File: src/rtl/fma16_arbiter.sv
// fma16_arbiter
// Shares one half-precision fused multiply-add datapath (x*y+z) between two
// requesters. Operand triples arrive on per-requester valid/ready channels and
// are granted round-robin. The selected triple drives the datapath for LAT
// cycles, the result is captured, and it is returned on the owner's response
// channel. Only one operation is in flight at a time.

module fma16_arbiter #(
    parameter int LAT  = 2,   // datapath latency in cycles, 1..15 (1 = combinational)
    parameter int CNTW = 16   // completed-operation counter width
) (
    input  logic            clk,
    input  logic            reset_n,
    input  logic            req0_valid,
    output logic            req0_ready,
    input  logic [15:0]     req0_x,
    input  logic [15:0]     req0_y,
    input  logic [15:0]     req0_z,
    input  logic            req1_valid,
    output logic            req1_ready,
    input  logic [15:0]     req1_x,
    input  logic [15:0]     req1_y,
    input  logic [15:0]     req1_z,
    output logic            rsp0_valid,
    input  logic            rsp0_ready,
    output logic            rsp1_valid,
    input  logic            rsp1_ready,
    output logic [15:0]     rsp_data,
    output logic            fma_start,
    output logic [15:0]     fma_x,
    output logic [15:0]     fma_y,
    output logic [15:0]     fma_z,
    input  logic [15:0]     fma_result,
    output logic [CNTW-1:0] done_count
);

    localparam logic [1:0] IDLE = 2'd0;
    localparam logic [1:0] EXEC = 2'd1;
    localparam logic [1:0] RESP = 2'd2;

    // Counter value loaded at accept; EXEC ends when it reaches zero, so the
    // first EXEC cycle is recognisable as cnt == CNT_INIT.
    localparam logic [3:0]      CNT_INIT = 4'(LAT - 1);
    localparam logic [CNTW-1:0] CNT_ONE  = {{(CNTW-1){1'b0}}, 1'b1};

    logic [1:0] state;
    logic [3:0] cnt;
    logic       owner;
    logic       last_grant;
    logic       grant;
    logic       acc0;
    logic       acc1;
    logic       rsp_take;
    logic       capture;

    // Round-robin choice: a lone valid wins, a tie goes to whoever was not served last.
    always_comb begin
        grant = 1'b0;
        if (req0_valid && !req1_valid)
            grant = 1'b0;
        else if (!req0_valid && req1_valid)
            grant = 1'b1;
        else
            grant = ~last_grant;
    end

    // Handshake outputs are forced low while reset is asserted.
    assign req0_ready = reset_n && (state == IDLE) && req0_valid && !grant;
    assign req1_ready = reset_n && (state == IDLE) && req1_valid &&  grant;
    assign fma_start  = reset_n && (state == EXEC) && (cnt == CNT_INIT);
    assign rsp0_valid = reset_n && (state == RESP) && !owner;
    assign rsp1_valid = reset_n && (state == RESP) &&  owner;

    assign acc0     = req0_valid && req0_ready;
    assign acc1     = req1_valid && req1_ready;
    assign rsp_take = (rsp0_valid && rsp0_ready) || (rsp1_valid && rsp1_ready);
    assign capture  = (state == EXEC) && (cnt == 4'd0);

    // Sequencing FSM: accept in IDLE, count down the datapath latency, hold the response.
    always_ff @(posedge clk) begin
        if (!reset_n) begin
            state      <= IDLE;
            cnt        <= 4'd0;
            owner      <= 1'b0;
            last_grant <= 1'b1;
            done_count <= '0;
        end else begin
            case (state)
                IDLE: begin
                    if (acc0 || acc1) begin
                        owner      <= acc1;
                        last_grant <= acc1;
                        cnt        <= CNT_INIT;
                        state      <= EXEC;
                    end
                end
                EXEC: begin
                    if (cnt != 4'd0)
                        cnt <= cnt - 4'd1;
                    else
                        state <= RESP;
                end
                RESP: begin
                    if (rsp_take) begin
                        done_count <= done_count + CNT_ONE;
                        state      <= IDLE;
                    end
                end
                default: state <= IDLE;
            endcase
        end
    end

    // Operand capture at accept and result capture on the last EXEC cycle.
    always_ff @(posedge clk) begin
        if (!reset_n) begin
            fma_x    <= 16'd0;
            fma_y    <= 16'd0;
            fma_z    <= 16'd0;
            rsp_data <= 16'd0;
        end else begin
            if (acc0) begin
                fma_x <= req0_x;
                fma_y <= req0_y;
                fma_z <= req0_z;
            end else if (acc1) begin
                fma_x <= req1_x;
                fma_y <= req1_y;
                fma_z <= req1_z;
            end
            if (capture)
                rsp_data <= fma_result;
        end
    end

endmodule
File: config.mk
export PLATFORM = sky130hd
export DESIGN_NAME = fma16_arbiter
export DESIGN_NICKNAME = d
export VERILOG_FILES = /design/src/rtl/fma16_arbiter.sv
export SDC_FILE = /design/constraint.sdc
export NUM_CORES = 1
export LEC_CHECK = 0
export CAP_MARGIN = 20
export CORE_ASPECT_RATIO = 1.2
export CORE_UTILIZATION = 34
export CTS_CLUSTER_DIAMETER = 150
export CTS_CLUSTER_SIZE = 16
export DETAILED_ROUTE_END_ITERATION = 8
export PLACE_DENSITY_LB_ADDON = 0.25
export SLEW_MARGIN = 20
export SYNTH_ARGS = -nofsm -noshare
export SYNTH_HDL_FRONTEND = slang
export SYNTH_SLANG_ARGS = --single-unit
File: constraint.sdc
create_clock -name clk -period 1.5 [get_ports clk]
set_input_delay 0.3 -clock clk [delete_from_list [all_inputs] [get_ports clk]]
set_output_delay 0.3 -clock clk [all_outputs]
set_load 0.1 [all_outputs]
# Word level (Yosys, flattened, before mapping)
# Index checks and enable logic that the tools add are counted.
# classes
shifts	0
n_lt_le_gt_ge	0
reduce_logical	32
eq_ne	7
addsub	2
bitwise_logic	1
div_mod_pow	0
multipliers	0
mux	15
# ops
cell	count
$mux 16	6
$logic_and 1x1->1	17
$add 16x1->16 const B	1
$mux 4	2
$pmux 4 s2	1
$mux 2	3
$pmux 2 s3	1
$reduce_and 3->1	2
$eq 4x1->1 const B	1
$logic_not 1->1	4
$logic_not 4->1	1
$ne 2x1->1 const B	2
$ne 2x2->1 const B	2
$reduce_and 2->1	2
$reduce_bool 2->1	2
$reduce_bool 4->1	1
$sub 4x1->4 const B	1
$eq 2x1->1 const B	1
$eq 2x2->1 const B	1
$logic_not 2->1	1
$logic_or 1x1->1	2
$mux 1	2
$not 1->1	1
# word_totals
ram_bits	0
memories	0
reg_bits	88
elab_cells	66
out_inout_bits	85
latchBits	0
mem_bits_ro	0

# Depth between registers and ports, before layout
# depth
word_depth	10
depth_mapped	7

# Least setup slack after synthesis
# No wires, ideal clock.
# synth_path
path_type	input to output
start	in reset_n
end	out rsp0_valid
t_arrival_ns	2.624
setup_slack_ns	-1.424
path_buffers	1
cell_stages	3
cell_sequence	inv_1 clkbuf_1 nor3_1
# synth_between
elab_chain_cells	2
# synth_rtl
item	line	text
from (decl)	13	input logic reset_n,
$logic_and 1x1->1 (2 in a row)	71	assign rsp0_valid = reset_n && (state == RESP) && !owner;
to (decl)	24	output logic rsp0_valid,
# Every way passes these cells.

# Final worst setup path
# layout_path
start	reg state[0]
end	out req0_ready
# layout_between
elab_chain_cells	4
# layout_rtl
item	line	text
from (decl)	46	logic [1:0] state;
from (signal assigned)	82	state <= IDLE;
from (signal assigned)	94	state <= EXEC;
from (signal assigned)	101	state <= RESP;
$logic_not 2->1	68	assign req0_ready = reset_n && (state == IDLE) && req0_valid && !grant;
$logic_and 1x1->1 (3 in a row)	68	
to (decl)	15	output logic req0_ready,
# Every way passes these cells.

==> flow_summary.toml <==
[timing]
maximum_clock_skew_at_final_layout_ns = 0.00791
timing_max_transition_violations_final = 0
maxSlewHeadroom_pct = 66.0
finalCriticalPeriod_ns = 1.73
maxClockFrequency_mhz = 578
fin_hold_viols = 0
final_min_period_over_clock_period_pct = 115
setup_viol = 54
setup_total_negative_slack_ns = -4.57
rsz_0062_raised_after_global_routing = "true"
tightestPinTransition_ns = 0.510
final.hold.worst_slack_ns = 0.352
timing.final.ws_setup_ns = -0.231

[clock_network]
cts_tree = "done"
cts_inserted_buffers = 9
cts-root-to-sink-buffers = 2
path_clk_slew_ns = 0.06
htree_num_levels = 3
worst_skew_pair.late_latency_ns = 0.34
clk_root_buffer_cell = "clkbuf_16"
clock_sink_count = 88

[finish]
net_total_in_the_final_layout = 725
layout.cells.most_common = "clkdlybuf4s50_1"
insertedDiodeCount = 0
layout.filler_cells = 685
post_route_cells_drive_above_1_share_pct = 34.0
finish.utilization_pct = 73.8
area_delta_synth_final_pct = 110
most_frequent_cells_in_the_layout = "114 x clkdlybuf4s50_1, 89 x buf_12, 68 x dfxtp_1"
final_cell_area_mm2 = 0.00739

[drt]
detailroute.via_count = 3954
totalWireLength_um = 12800
drcViolationCount = 0
post_drt_via_cell_ratio = 5.39
drt.antenna.violating_nets = 0
avgRoutedWirePerCell_um = 17.5
drt_pre_antenna_iters = 7
drt_iter0_drc = 375

[global_routing]
grt-ovfl-total = 0
grt_first_pass_wirelength_um = 19800
total_routing_usage_reported_by_global_routing_pct = 23.8
pin_count_of_the_biggest_net_entering_global_routing = 49
via_count_of_the_first_global_routing_pass = 3972
antenna_found_initial = 0

[critical_path]
critical_path.endpoint_type = "output port"
crit_fanout = 4
worstPathRequired_ns = 1.20
cp.arrival_ns = 1.43
startpoint_type = "flip-flop"
timing_worst_setup_path_type = "reg -> out"
register_to_register_path_setup_slack_ns = -0.13

[placement]
place.gp.congestion = 0.786
detailed_place_hpwl_um = 9030
io_buffers = 202
place_area_mm2 = 0.00678

[run]
max-cap-violations = 0

[logic_synthesis]
synthesis.instances = 375
yosys_register_bits = 88
synth_ff_type = "dfxtp_1"
postSynthNetCount = 497
synth.yosys.warnings = 0
synth_cell_types = 41
synth_enable_flop_cells = 0
synth_seq_area_share_pct = 50.2
synthesis.area_per_instance_um2 = 9.36
synthArstFlopShare_pct = 0
synth.cell_area_mm2 = 0.00351

[min_path]
hold_path.class = "in -> reg"

[floorplanning]
placement_rows = 40
core_area_mm2 = 0.0100
effective_utilization_at_floorplan_pct = 35.1
area_enclosed_by_the_die_boundary_mm2 = 0.0107
die_height_um = 113
design.portCount = 203
fp.dieW_um = 94.8

[pwr]
total_leakage_power_nw = 2.83
power_mw = 7.30
worst_ir_drop_vdd_v = 0.000632
power_density_mw_per_mm2 = 989

[outcome]
outcome = "finished, violations left"
failed_checks = "setup timing"
metal layers:
layer	part of all wire (%)	GRT usage [%]	wire [um]
met1	36	25.8	4660
met2	53	41.3	6780
met3	9.3	9.74	1190
met4	1.5	7.88	189
met5	0	0	0
cells in the mapped netlist, types with 2 or more instances:
cell type / n / share of area (%)
o211ai_1: 2 / 0.43
nand2b_1: 4 / 0.71
o21ai_0: 6 / 0.86
nand3_1: 3 / 0.43
nand2_1: 43 / 4.6
nand4_1: 3 / 0.53
nor2_1: 56 / 6.0
buf_4: 2 / 0.43
inv_1: 6 / 0.64
or3_1: 7 / 1.2
and3_1: 4 / 0.71
xor2_1: 3 / 0.75
a222oi_1: 48 / 14
ha_1: 4 / 1.4
clkbuf_1: 17 / 1.8
nand4_4: 2 / 1.2
o31ai_1: 7 / 1.5
and2_1: 4 / 0.71
or4_1: 6 / 1.3
a21oi_1: 29 / 4.1
buf_2: 12 / 1.7
dfxtp_1: 88 / 50
flip-flops by register name, summed over array words and instances (netlist names):
signal	count
fma_y	16
fma_z	16
last_grant	1
cnt	4
state	2
fma_x	16
done_count	16
owner	1
rsp_data	16
cell type report:
class                           instances  area, um^2  area share (%)
Tap cell                              126         158            2.13
Clock inverter                          7        38.8           0.525
Timing Repair Buffer                  248        3340            45.3
Sequential cell                        88        1820            24.6
Multi-Input combinational cell        250        1780            24.1
Inverter                                6        22.5           0.305
Clock buffer                            9         225            3.05
worst max-delay path, stage by stage (launching register included):
cell,delay [ns]
dfxtp_4,0.36
nor3b_4,0.24
and3_4,0.23
buf_6,0.11
buf_12,0.16
power by group:
group | total [mW] | internal [mW] | leakage (nW) | switching (mW)
sequential | 2.65 | 2.48 | 0.730 | 0.174
clock | 2.01 | 1.10 | 0.128 | 0.910
combinational | 2.64 | 1.14 | 1.98 | 1.50
total | 7.30 | 4.72 | 2.83 | 2.58
final timing paths:
path	start	end	cells after the start
min	reset_n	last_grant$_SDFFE_PN1P_	2
max reg2reg	state[0]$_SDFFE_PN0P_	fma_y[3]$_SDFFE_PN0P_	5
min reg2reg	rsp_data[14]$_SDFFE_PN0P_	rsp_data[14]$_SDFFE_PN0P_	2
max	state[0]$_SDFFE_PN0P_	req0_ready	4
metrics by stage:
| step | std cells | setup WS (ns) |
|---|---|---|
| global placement | 708 | -0.511 |
| detailed placement | 708 | -0.598 |
| finish | 734 | -0.231 |
| global route | 734 | -0.304 |
| floorplan | 375 | -0.265 |
| CTS | 729 | -0.252 |
cells by family after synthesis:
family                   share of synthesized area, %
buffers and inverters                            4.92
flip-flops                                       50.2
AO/OA/AOI/OAI                                    21.5
XOR/XNOR                                        0.998
adder cells (fa/ha/maj)                          1.43
AND/OR/NAND/NOR                                  20.3
multiplexers                                    0.606
repair_timing:
item	CTS	global route
resized for setup	23	30
pin swaps	26	15
endpoints found under the setup margin	81	71
hold buffers	0	0
buffers inserted	6	5
gates cloned	2	1
(Power assumes the default switching activity.)
